**config.mk**
```make
export PLATFORM = sky130hd
export DESIGN_NAME = elastic_fifo_flat
export DESIGN_NICKNAME = d
export VERILOG_FILES = /design/src/rtl/elastic_fifo_if.sv /design/src/rtl/elastic_fifo.sv /design/src/flat_wrapper.sv
export SDC_FILE = /design/constraint.sdc
export NUM_CORES = 1
export LEC_CHECK = 0
export BUFFER_PORTS_ARGS = -buffer_cell sky130_fd_sc_hd__buf_4
export CAP_MARGIN = 20
export CORE_ASPECT_RATIO = 0.6
export CORE_MARGIN = 1
export CORE_UTILIZATION = 30
export CTS_CLUSTER_SIZE = 8
export DETAILED_ROUTE_END_ITERATION = 16
export PLACE_DENSITY_LB_ADDON = 0.12
export SETUP_SLACK_MARGIN = 0.02
export SYNTH_ARGS = -nofsm -noshare
export SYNTH_HDL_FRONTEND = slang
export SYNTH_SLANG_ARGS = --single-unit
```
**constraint.sdc**
```tcl
create_clock -name clk_i -period 3.7 [get_ports clk_i]
set_input_delay 0.185 -clock clk_i [delete_from_list [all_inputs] [get_ports clk_i]]
set_output_delay 0.185 -clock clk_i [all_outputs]
set_load 0.02 [all_outputs]
```
**src/rtl/elastic_fifo_if.sv**
```systemverilog
// rtl/elastic_fifo_if.sv - handshake, data and occupancy bundle for elastic_fifo
//
// Signals are named from the FIFO's point of view:
//   valid_i/ready_o/data_i  upstream side (producer -> FIFO)
//   valid_o/ready_i/data_o  downstream side (FIFO -> consumer)
//   count_o/full_o/empty_o  occupancy monitoring
// Modports:
//   slave   the FIFO itself
//   master  the environment driving the FIFO (producer + consumer)

interface elastic_fifo_if #(
    parameter int width_p = 8,
    parameter int depth_p = 8
);
    localparam int cnt_w = $clog2(depth_p + 1);

    logic               valid_i;
    logic               ready_o;
    logic [width_p-1:0] data_i;
    logic               valid_o;
    logic               ready_i;
    logic [width_p-1:0] data_o;
    logic [cnt_w-1:0]   count_o;
    logic               full_o;
    logic               empty_o;

    modport slave (
        input  valid_i, data_i, ready_i,
        output ready_o, valid_o, data_o, count_o, full_o, empty_o
    );

    modport master (
        output valid_i, data_i, ready_i,
        input  ready_o, valid_o, data_o, count_o, full_o, empty_o
    );
endinterface

```
**src/rtl/elastic_fifo.sv**
```systemverilog
// rtl/elastic_fifo.sv - ready/valid elastic FIFO with wrap-bit pointers and occupancy
//
// Ports:
//   clk_i     clock, rising edge
//   reset_ni  asynchronous active-low reset (pointers and start-up flag only)
//   io        elastic_fifo_if.slave: valid_i/ready_o/data_i upstream,
//             valid_o/ready_i/data_o downstream, count_o/full_o/empty_o
// Parameters:
//   width_p   data width (>=1)
//   depth_p   entry count (power of two, >=2)
// Optional feature:
//   ELASTIC_FIFO_BYPASS_EN  when defined, an empty FIFO presents valid_i/data_i
//                           directly on valid_o/data_o (zero-latency pass-through)

module elastic_fifo #(
    parameter int width_p = 8,
    parameter int depth_p = 8
) (
    input  logic            clk_i,
    input  logic            reset_ni,
    elastic_fifo_if.slave   io
);
    localparam int idx_w = $clog2(depth_p);
    localparam int ptr_w = idx_w + 1;
    localparam int cnt_w = $clog2(depth_p + 1);

    logic [ptr_w-1:0]   wr_ptr_q, wr_ptr_d;
    logic [ptr_w-1:0]   rd_ptr_q, rd_ptr_d;
    // Low during reset and until the first edge after release; holds ready_o low.
    logic               init_q, init_d;
    logic [width_p-1:0] mem_q [depth_p];
    logic [width_p-1:0] mem_d [depth_p];

    logic [idx_w-1:0]   wr_idx, rd_idx;
    logic               empty, full, ready, enq, deq;

    assign wr_idx = wr_ptr_q[idx_w-1:0];
    assign rd_idx = rd_ptr_q[idx_w-1:0];
    assign empty  = (wr_ptr_q == rd_ptr_q);
    assign full   = (wr_idx == rd_idx) && (wr_ptr_q[ptr_w-1] != rd_ptr_q[ptr_w-1]);
    // ready depends only on stored state, never on the consumer's ready_i.
    assign ready  = init_q & ~full;

`ifdef ELASTIC_FIFO_BYPASS_EN
    logic byp_hit;

    // Gated by init_q so nothing leaks through while in reset.
    assign byp_hit = empty & io.valid_i & init_q;

    always_comb begin
        io.valid_o = ~empty | byp_hit;
        io.data_o  = byp_hit ? io.data_i : mem_q[rd_idx];
        // A word taken straight through is never written into storage.
        enq        = io.valid_i & ready & ~(byp_hit & io.ready_i);
        deq        = io.ready_i & ~empty;
    end
`else
    always_comb begin
        io.valid_o = ~empty;
        io.data_o  = mem_q[rd_idx];
        enq        = io.valid_i & ready;
        deq        = io.ready_i & ~empty;
    end
`endif

    always_comb begin
        io.ready_o = ready;
        // Pointer difference is modulo 2*depth_p, so wrap never disturbs it.
        io.count_o = cnt_w'(wr_ptr_q - rd_ptr_q);
        io.full_o  = full;
        io.empty_o = empty;
    end

    always_comb begin
        wr_ptr_d = wr_ptr_q;
        rd_ptr_d = rd_ptr_q;
        init_d   = 1'b1;
        mem_d    = mem_q;
        if (enq) begin
            wr_ptr_d       = wr_ptr_q + ptr_w'(1);
            mem_d[wr_idx]  = io.data_i;
        end
        if (deq) begin
            rd_ptr_d = rd_ptr_q + ptr_w'(1);
        end
    end

    always_ff @(posedge clk_i or negedge reset_ni) begin
        if (!reset_ni) begin
            wr_ptr_q <= '0;
            rd_ptr_q <= '0;
            init_q   <= 1'b0;
        end else begin
            wr_ptr_q <= wr_ptr_d;
            rd_ptr_q <= rd_ptr_d;
            init_q   <= init_d;
        end
    end

    // Storage is deliberately not reset.
    always_ff @(posedge clk_i) begin
        mem_q <= mem_d;
    end
endmodule

```
**src/flat_wrapper.sv**
```systemverilog
// flat-port wrapper written by rule: the top's interface ports become plain ports
module elastic_fifo_flat 
#(
    parameter int width_p = 8,
    parameter int depth_p = 8
)
  (clk_i, reset_ni, io_valid_i, io_data_i, io_ready_i, io_ready_o, io_valid_o, io_data_o, io_count_o, io_full_o, io_empty_o);
  elastic_fifo_if #(.width_p(width_p), .depth_p(depth_p)) io_i ();
  input  logic clk_i;
  input  logic reset_ni;
  input wire logic [$bits(io_i.valid_i)-1:0] io_valid_i;
  input wire logic [$bits(io_i.data_i)-1:0] io_data_i;
  input wire logic [$bits(io_i.ready_i)-1:0] io_ready_i;
  output wire logic [$bits(io_i.ready_o)-1:0] io_ready_o;
  output wire logic [$bits(io_i.valid_o)-1:0] io_valid_o;
  output wire logic [$bits(io_i.data_o)-1:0] io_data_o;
  output wire logic [$bits(io_i.count_o)-1:0] io_count_o;
  output wire logic [$bits(io_i.full_o)-1:0] io_full_o;
  output wire logic [$bits(io_i.empty_o)-1:0] io_empty_o;
  assign io_i.valid_i = io_valid_i;
  assign io_i.data_i = io_data_i;
  assign io_i.ready_i = io_ready_i;
  assign io_ready_o = io_i.ready_o;
  assign io_valid_o = io_i.valid_o;
  assign io_data_o = io_i.data_o;
  assign io_count_o = io_i.count_o;
  assign io_full_o = io_i.full_o;
  assign io_empty_o = io_i.empty_o;
  elastic_fifo #(.width_p(width_p), .depth_p(depth_p)) u_core (.clk_i(clk_i), .reset_ni(reset_ni), .io(io_i));
endmodule
```
==> reports/qor.txt, run 1 <==
status: completed
Remaining Overflow, GRT: 0
GR Layer Usage met3: 5.21%
#FFs+latches synth: 73
routed vias: 1602
Pwr Density: 870 mW/mm2
pin count of the biggest net entering global routing: 21
Die X: 131 um
clock sink count: 73
delay-heaviest family, CP: simple AND/OR/NAND/NOR gates
Syn Inst Count: 170
post-synthesis sequential area ratio: 71.5%
Worst setup EP type: flip-flop
multi-input logic area: 815 um2
Layout area overhead: 24.1%
crit start category: flip-flop
commonest cells in the netlist: edfxtp_1, nand2_1, mux4_2
HP Class: in -> reg
dominant cell type by area after synthesis: edfxtp_1
DR vias/cell: 4.60
vias in the first global route: 1706
min cycle time layout: 2.72 ns
worst-case vdd ir drop: 285 uV
gp weighted congestion: 0.745
initial antenna violation count: 0
dpl cells: 329
post-CTS setup buffers: 0
layout cells sized above 1: 35.3%
yosys synthesis warning count: 0
antenna-violating nets left: 0
Chip Height: 79.5 um
CTS buffer count: 9
core region area: 0.00943 mm2
clock slew at reported path FFs: 0.06 ns
Sequential cell area: 0.00215 mm2
Detail Placement HPWL: 4.55 mm
Max Slew Vio Count: 0
Area contributors post-synth: edfxtp_1, mux4_2, dfrtp_1, nand2_1, ha_1
Slowest-stage cell, CP: dfrtp_1
Sum Neg Setup Slack: 0 ns
critical path buffer and inverter count: 3
met2 Use GR: 19.6%
RSZ-0062 raised after global routing: false
slew margin rel.: 63.1%
TritonCTS clock tree: built
data required time at the worst endpoint: 3.73 ns
CP Max Fanout: 11
top_reg_cell synth: edfxtp_1
Synth Area per Inst: 17.7 um2
Final Hold Viols: 0
Clock Latency Late Sink: 0.33 ns
Worst R2R Path Depth: 8
Final setup viols: 0
Leakage: 1.36 nW
fin cells: 348
post_cts resized: 0
busiest grt layer: met1
post-route DRC violation count: 0
met1 Track Usage GR: 20.2%
DRT iter0 DRCs: 142
row count: 27
worst r2r src: u_core.rd_ptr_q[2]
clock root buffer: clkbuf_16
clk buf depth: 2
H-tree depth: 3
I/O pin cnt: 28
critical path depth in cells: 8
CP max stage delay: 0.58 ns
fraction of registers with async set or reset after synthesis: 12.3%
wirelength, routed: 6.48 mm
CP Launch Point: u_core.rd_ptr_q[2]
Final #Nets: 232
Slew @ Worst Pin: 0.550 ns
Port Buffers: 27
first-pass GRT wire length: 10.2 mm
Worst Clk Skew: 0.00514 ns
wire per inst: 18.6 um
# fillers: 879
drt pass-1 iters: 4
gr usage total: 14.2%
critical path cell sequence: clkinv_1 -> ha_1 -> nand3_1 -> o21ai_1 -> inv_2 -> nand2_1 -> nor3_1 -> buf_2
top-count cell post-synth: edfxtp_1
Max Cap Violations: 0
post-synth top area share: 64.0%
Hold Crit Start: io_data_i[2]
Cell Area, Synth: 0.00300 mm2
crit path DAT: 2.74 ns
Synth Net Count: 188
fmax: 368 MHz
Hold Crit Depth: 1
number of enable flip-flop cells after synthesis: 64
final worst path period share: 73.4%
diodes inserted: 0
CTS Hold Bufs: 1
Die ar.: 0.0104 mm2
critical path type: reg -> reg
Synth cell types: 30
Initial Util: 31.9%
==> cells by family (layout without fill, tap and decap cells) <==
kind of cell               Yosys count  count (layout)  share of synthesized area (%)
other                                1               1                          0.125
DFF                                 73              73                           71.5
buffers and inverters               14              62                           2.21
AOI/OAI and AO/OA                    6               6                           1.50
xor gates and xnor gates            10              10                           3.17
muxes                               17              17                           12.4
adders and majority gates            6               6                           2.75
and+or+nand+nor                     43              43                           6.37
==> flip-flops by register name, indices dropped and copies added (netlist names) <==
signal	flops
u_core.mem_q	64
u_core.init_q	1
u_core.rd_ptr_q	4
u_core.wr_ptr_q	4
==> per-stage QoR <==
| stage | util [%] | worst slack, ns | power (mW) | hold slack (ns) | area (um2) |
|---|---|---|---|---|---|
| global route | 39.5 | 0.775 | 3.44 | 0.102 | 3730 |
| floorplan | - | 0.850 | 1.96 | -0.111 | 3000 |
| detailed placement | 36.2 | 0.533 | 2.46 | 0.0221 | 3410 |
| CTS | 39.3 | 0.516 | 3.29 | 0.100 | 3710 |
| global placement | 36.2 | 0.737 | 2.45 | 0.0203 | 3410 |
| finish | 39.5 | 0.984 | 3.24 | 0.109 | 3730 |
==> power by group <==
part	internal [mW]	leakage (nW)	switching, mW
sequential	1.00	0.685	0.0947
combinational	0.585	0.537	0.745
clock	0.513	0.139	0.303
total	2.10	1.36	1.14
==> cell usage in the layout (no fill, tap or decap), types with 3 or more instances in the layout <==
master	netlist	final
ha_1	5	5
nand3_1	3	3
nor3_1	3	3
inv_1	7	7
clkbuf_16	0	9
mux4_2	16	16
xor2_1	3	3
edfxtp_1	64	64
nor4_2	0	4
xnor2_1	6	6
dfrtp_1	9	9
nand2_1	28	28
buf_4	1	34
==> routing by layer <==
metal	share of wire, %	vias up	routed length, um
met2	42	41	2750
li1	-	737	-
met5	0	-	0
met1	52	820	3370
met3	4.8	4	314
met4	0.68	0	44
==> final timing paths <==
kind,endpoint,slack (ns)
worst min-delay path,u_core.mem_q[42],0.11
worst max-delay path,u_core.mem_q[32],0.98
worst max register to register,u_core.mem_q[32],0.98
worst min register to register,u_core.wr_ptr_q[2],0.55
max in group asynchronous,u_core.wr_ptr_q[2],3.34
min in group asynchronous,u_core.rd_ptr_q[1],0.22
==> layout make-up <==
class	count	share of cell area, %
flip-flops and latches	73	57.6
multi-input cells	83	21.9
repair buffers	38	7.59
clock buffers	9	6.04
well taps	130	4.37
clock inverters	6	1.61
inverters	9	0.907
No activity file was read; power rests on OpenSTA's default activity.
==> inputs of run 2 (changes only) <==
--- a/config.mk
+++ b/config.mk
@@ -5,6 +5,7 @@
 export SDC_FILE = /design/constraint.sdc
 export NUM_CORES = 1
 export LEC_CHECK = 0
+export ABC_AREA = 1
 export BUFFER_PORTS_ARGS = -buffer_cell sky130_fd_sc_hd__buf_4
 export CAP_MARGIN = 20
 export CORE_ASPECT_RATIO = 0.6
==> constraint.sdc (replaced) <==
create_clock -name clk_i -period 2.5 [get_ports clk_i]
set_input_delay 0.125 -clock clk_i [delete_from_list [all_inputs] [get_ports clk_i]]
set_output_delay 0.125 -clock clk_i [all_outputs]
set_load 0.02 [all_outputs]
==> run 2 against run 1 <==
  * Core utilization fell by 2.5 points
  * Clock power increased by 42%
  * Synthesized cell count grew 82%
  * Combinational power up 60%
  * Critical path depth increased by 1
  * Sequential power grew 43%
  * Global-route usage grew 0.56 points
  * Non-clock buffer count grew 2
  * Clock skew rose by 0.0016 ns
  * Critical endpoint is now io_data_o[3]
==> reports/qor.txt, run 2 <==
status: completed
Die ar.: 0.0114 mm2 (+9.5%)
DR vias/cell: 4.42 (-4.0%)
Cell Area, Synth: 0.00330 mm2 (+9.8%)
commonest cells in the netlist: nand2_1, edfxtp_1, nor2_1
H-tree depth: 3 (unchanged)
row count: 29 (+7.4%)
post_cts resized: 0 (unchanged)
Area contributors post-synth: edfxtp_1, nand2_1, dfrtp_1, nor2_1, o21ai_1
post-synth top area share: 58.3% (-5.7 points)
pin count of the biggest net entering global routing: 37 (+76%)
Synth cell types: 27 (-10%)
Leakage: 1.62 nW (+19%)
Die X: 137 um (+4.7%)
clk buf depth: 2 (unchanged)
CP Launch Point: u_core.rd_ptr_q[0]
post-synthesis sequential area ratio: 65.1% (-6.4 points)
I/O pin cnt: 28 (unchanged)
R2R setup slack: 0.53 ns (-0.45 ns)
Top reg by flops: u_core.mem_q
gp weighted congestion: 0.802 (+7.8%)
top-count cell post-synth: nand2_1
DRT iter0 DRCs: 157 (+11%)
initial antenna violation count: 0 (unchanged)
Final setup viols: 0 (unchanged)
wirelength, routed: 7.53 mm (+16%)
fmax: 502 MHz
min cycle time layout: 1.99 ns
Max Cap Violations: 0 (unchanged)
layout cells sized above 1: 17.5% (-18 points)
number of enable flip-flop cells after synthesis: 64 (unchanged)
critical path type: reg -> out
dominant cell type by area after synthesis: edfxtp_1
worst r2r src: u_core.wr_ptr_q[0]
gr usage total: 14.8% (+0.56 points)
clock root buffer: clkbuf_16
Sequential cell area: 0.00215 mm2 (unchanged)
Syn Inst Count: 310 (+82%)
Hold Crit Depth: 1 (unchanged)
CP max stage delay: 0.40 ns (-0.18 ns)
max reg flops: 64 (unchanged)
biggest regs: u_core.mem_q x64, u_core.rd_ptr_q x4, u_core.wr_ptr_q x4
Slowest-stage cell, CP: dfrtp_1
Worst R2R Path Depth: 7 (-1)
fraction of registers with async set or reset after synthesis: 12.3% (unchanged)
reg-to-reg endpoint: u_core.mem_q[5]
most frequent cells in the layout: nand2_1, edfxtp_1, buf_4
multi-input logic area: 968 um2 (+19%)
post-route DRC violation count: 0 (unchanged)
TritonCTS clock tree: built
antenna-violating nets left: 0 (unchanged)
Synth Net Count: 328 (+74%)
crit path DAT: 1.87 ns (-0.87 ns)
Port Buffers: 27 (unchanged)
vias in the first global route: 2201 (+29%)
Max Slew Vio Count: 0 (unchanged)
Layout area overhead: 19.5%
yosys synthesis warning count: 0 (unchanged)
diodes inserted: 0 (unchanged)
RSZ-0062 raised after global routing: false
clock slew at reported path FFs: 0.06 ns (about the same)
critical path buffer and inverter count: 3 (unchanged)
drt pass-1 iters: 4 (unchanged)
CTS buffer count: 9 (unchanged)
Worst Clk Skew: 0.00675 ns (+0.00162 ns)
routed vias: 2179 (+36%)
#FFs+latches synth: 73 (unchanged)
Hold EP: u_core.mem_q[0]
critical path cell sequence: buf_4 -> inv_6 -> nand2_1 -> nand2_1 -> nand2_1 -> o21ai_1 -> nand2_1 -> nand2_1 -> buf_4
data required time at the worst endpoint: 2.38 ns (-1.35 ns)
# fillers: 1053 (+20%)
clock sink count: 73 (unchanged)
DP Worst Slack: 0.539 ns (+0.00569 ns)
delay-heaviest family, CP: buffers and inverters
Pwr Density: 1240 mW/mm2 (+42%)
Worst setup EP type: output pin
worst-case vdd ir drop: 423 uV (+48%)
Final Worst Setup Slack: 0.509 ns (-0.475 ns)
first-pass GRT wire length: 12.1 mm (+18%)
HP Class: in -> reg
Final Hold Viols: 0 (unchanged)
Clock Latency Late Sink: 0.33 ns (about the same)
top_reg_cell synth: edfxtp_1
core region area: 0.0106 mm2 (+13%)
Chip Height: 83.2 um (+4.6%)
wire per inst: 15.3 um (-18%)
Sum Neg Setup Slack: 0 ns (unchanged)
commonest non-fill, non-tap cell in the layout: nand2_1
WHS: 0.0579 ns (-0.0512 ns)
Remaining Overflow, GRT: 0 (unchanged)
final worst path period share: 79.6%
Final #Nets: 367 (+58%)
Synth Area per Inst: 10.6 um2 (-40%)
CP Max Fanout: 36 (+25)
crit start category: flip-flop
CP most frequent cell: nand2_1
Hold Crit Start: io_data_i[0]
Detail Placement HPWL: 5.28 mm (+16%)
Initial Util: 31.0% (-0.86 points)
[run 2: cell count changes after synthesis, sizes merged, moves of 5 or more]
cell and change:
o21ai +31, xnor2 -5, nor2 +25, buf +7, mux4 -16, nand2 +96
inv +7
[run 2: layout make-up]
cell class,instances,area share (%)
tap,139,4.42
sequential,73,54.5
clock buffer,16,6.90
multi-input combinational,208,24.6
timing repair buffer,40,7.69
inverter,17,1.87
[run 2: where the power goes]
group | switching [mW] | internal [mW] | total, mW
combinational | 1.38 | 0.752 | 2.13
clock | 0.437 | 0.727 | 1.16
sequential | 0.0988 | 1.47 | 1.57
[run 2: worst max-delay path by stage]
stage,endpoint,depth (start not counted)
floorplan,u_core.mem_q[10],8
global placement,u_core.mem_q[7],7
detailed placement,u_core.mem_q[7],7
CTS,io_data_o[3],9
global route,io_data_o[3],9
finish,io_data_o[3],9
[run 2: metal layers]
layer  up-vias  GRT usage [%]  part of all wire (%)
met1      1013           22.2                    53
met4         0           5.69                   1.4
met5         -              0                     0
met3        12           3.85                   6.0
li1       1110              -                     -
met2        44           19.9                    39
[run 2: cell families (layout without fill, tap and decap cells)]
family                     after synthesis  in the layout  share of synthesized area [%]
and+or+nand+nor                        162            162                           20.4
DFF                                     73             73                           65.1
AOI/OAI and AO/OA                       35             35                           5.32
buffers and inverters                   29             73                           5.47
adders and majority gates                6              6                           2.51
xor gates and xnor gates                 4              4                           1.06
other                                    1              1                          0.114
[run 2: stage by stage]
step | total power, mW | area [um2] | util [%] | cells
after floorplan | 3.08 | 3300 | - | 310
after global placement | 3.77 | 3660 | 34.4 | 476
after detailed placement | 3.75 | 3660 | 34.4 | 476
after CTS | 4.93 | 3940 | 37.0 | 493
after global routing | 5.21 | 3940 | 37.0 | 493
final | 4.86 | 3940 | 37.0 | 493
[run 2: what timing repair did]
action                    CTS  global route
setup buffers               0             0
hold endpoints to repair    9             0
hold buffers                1             0
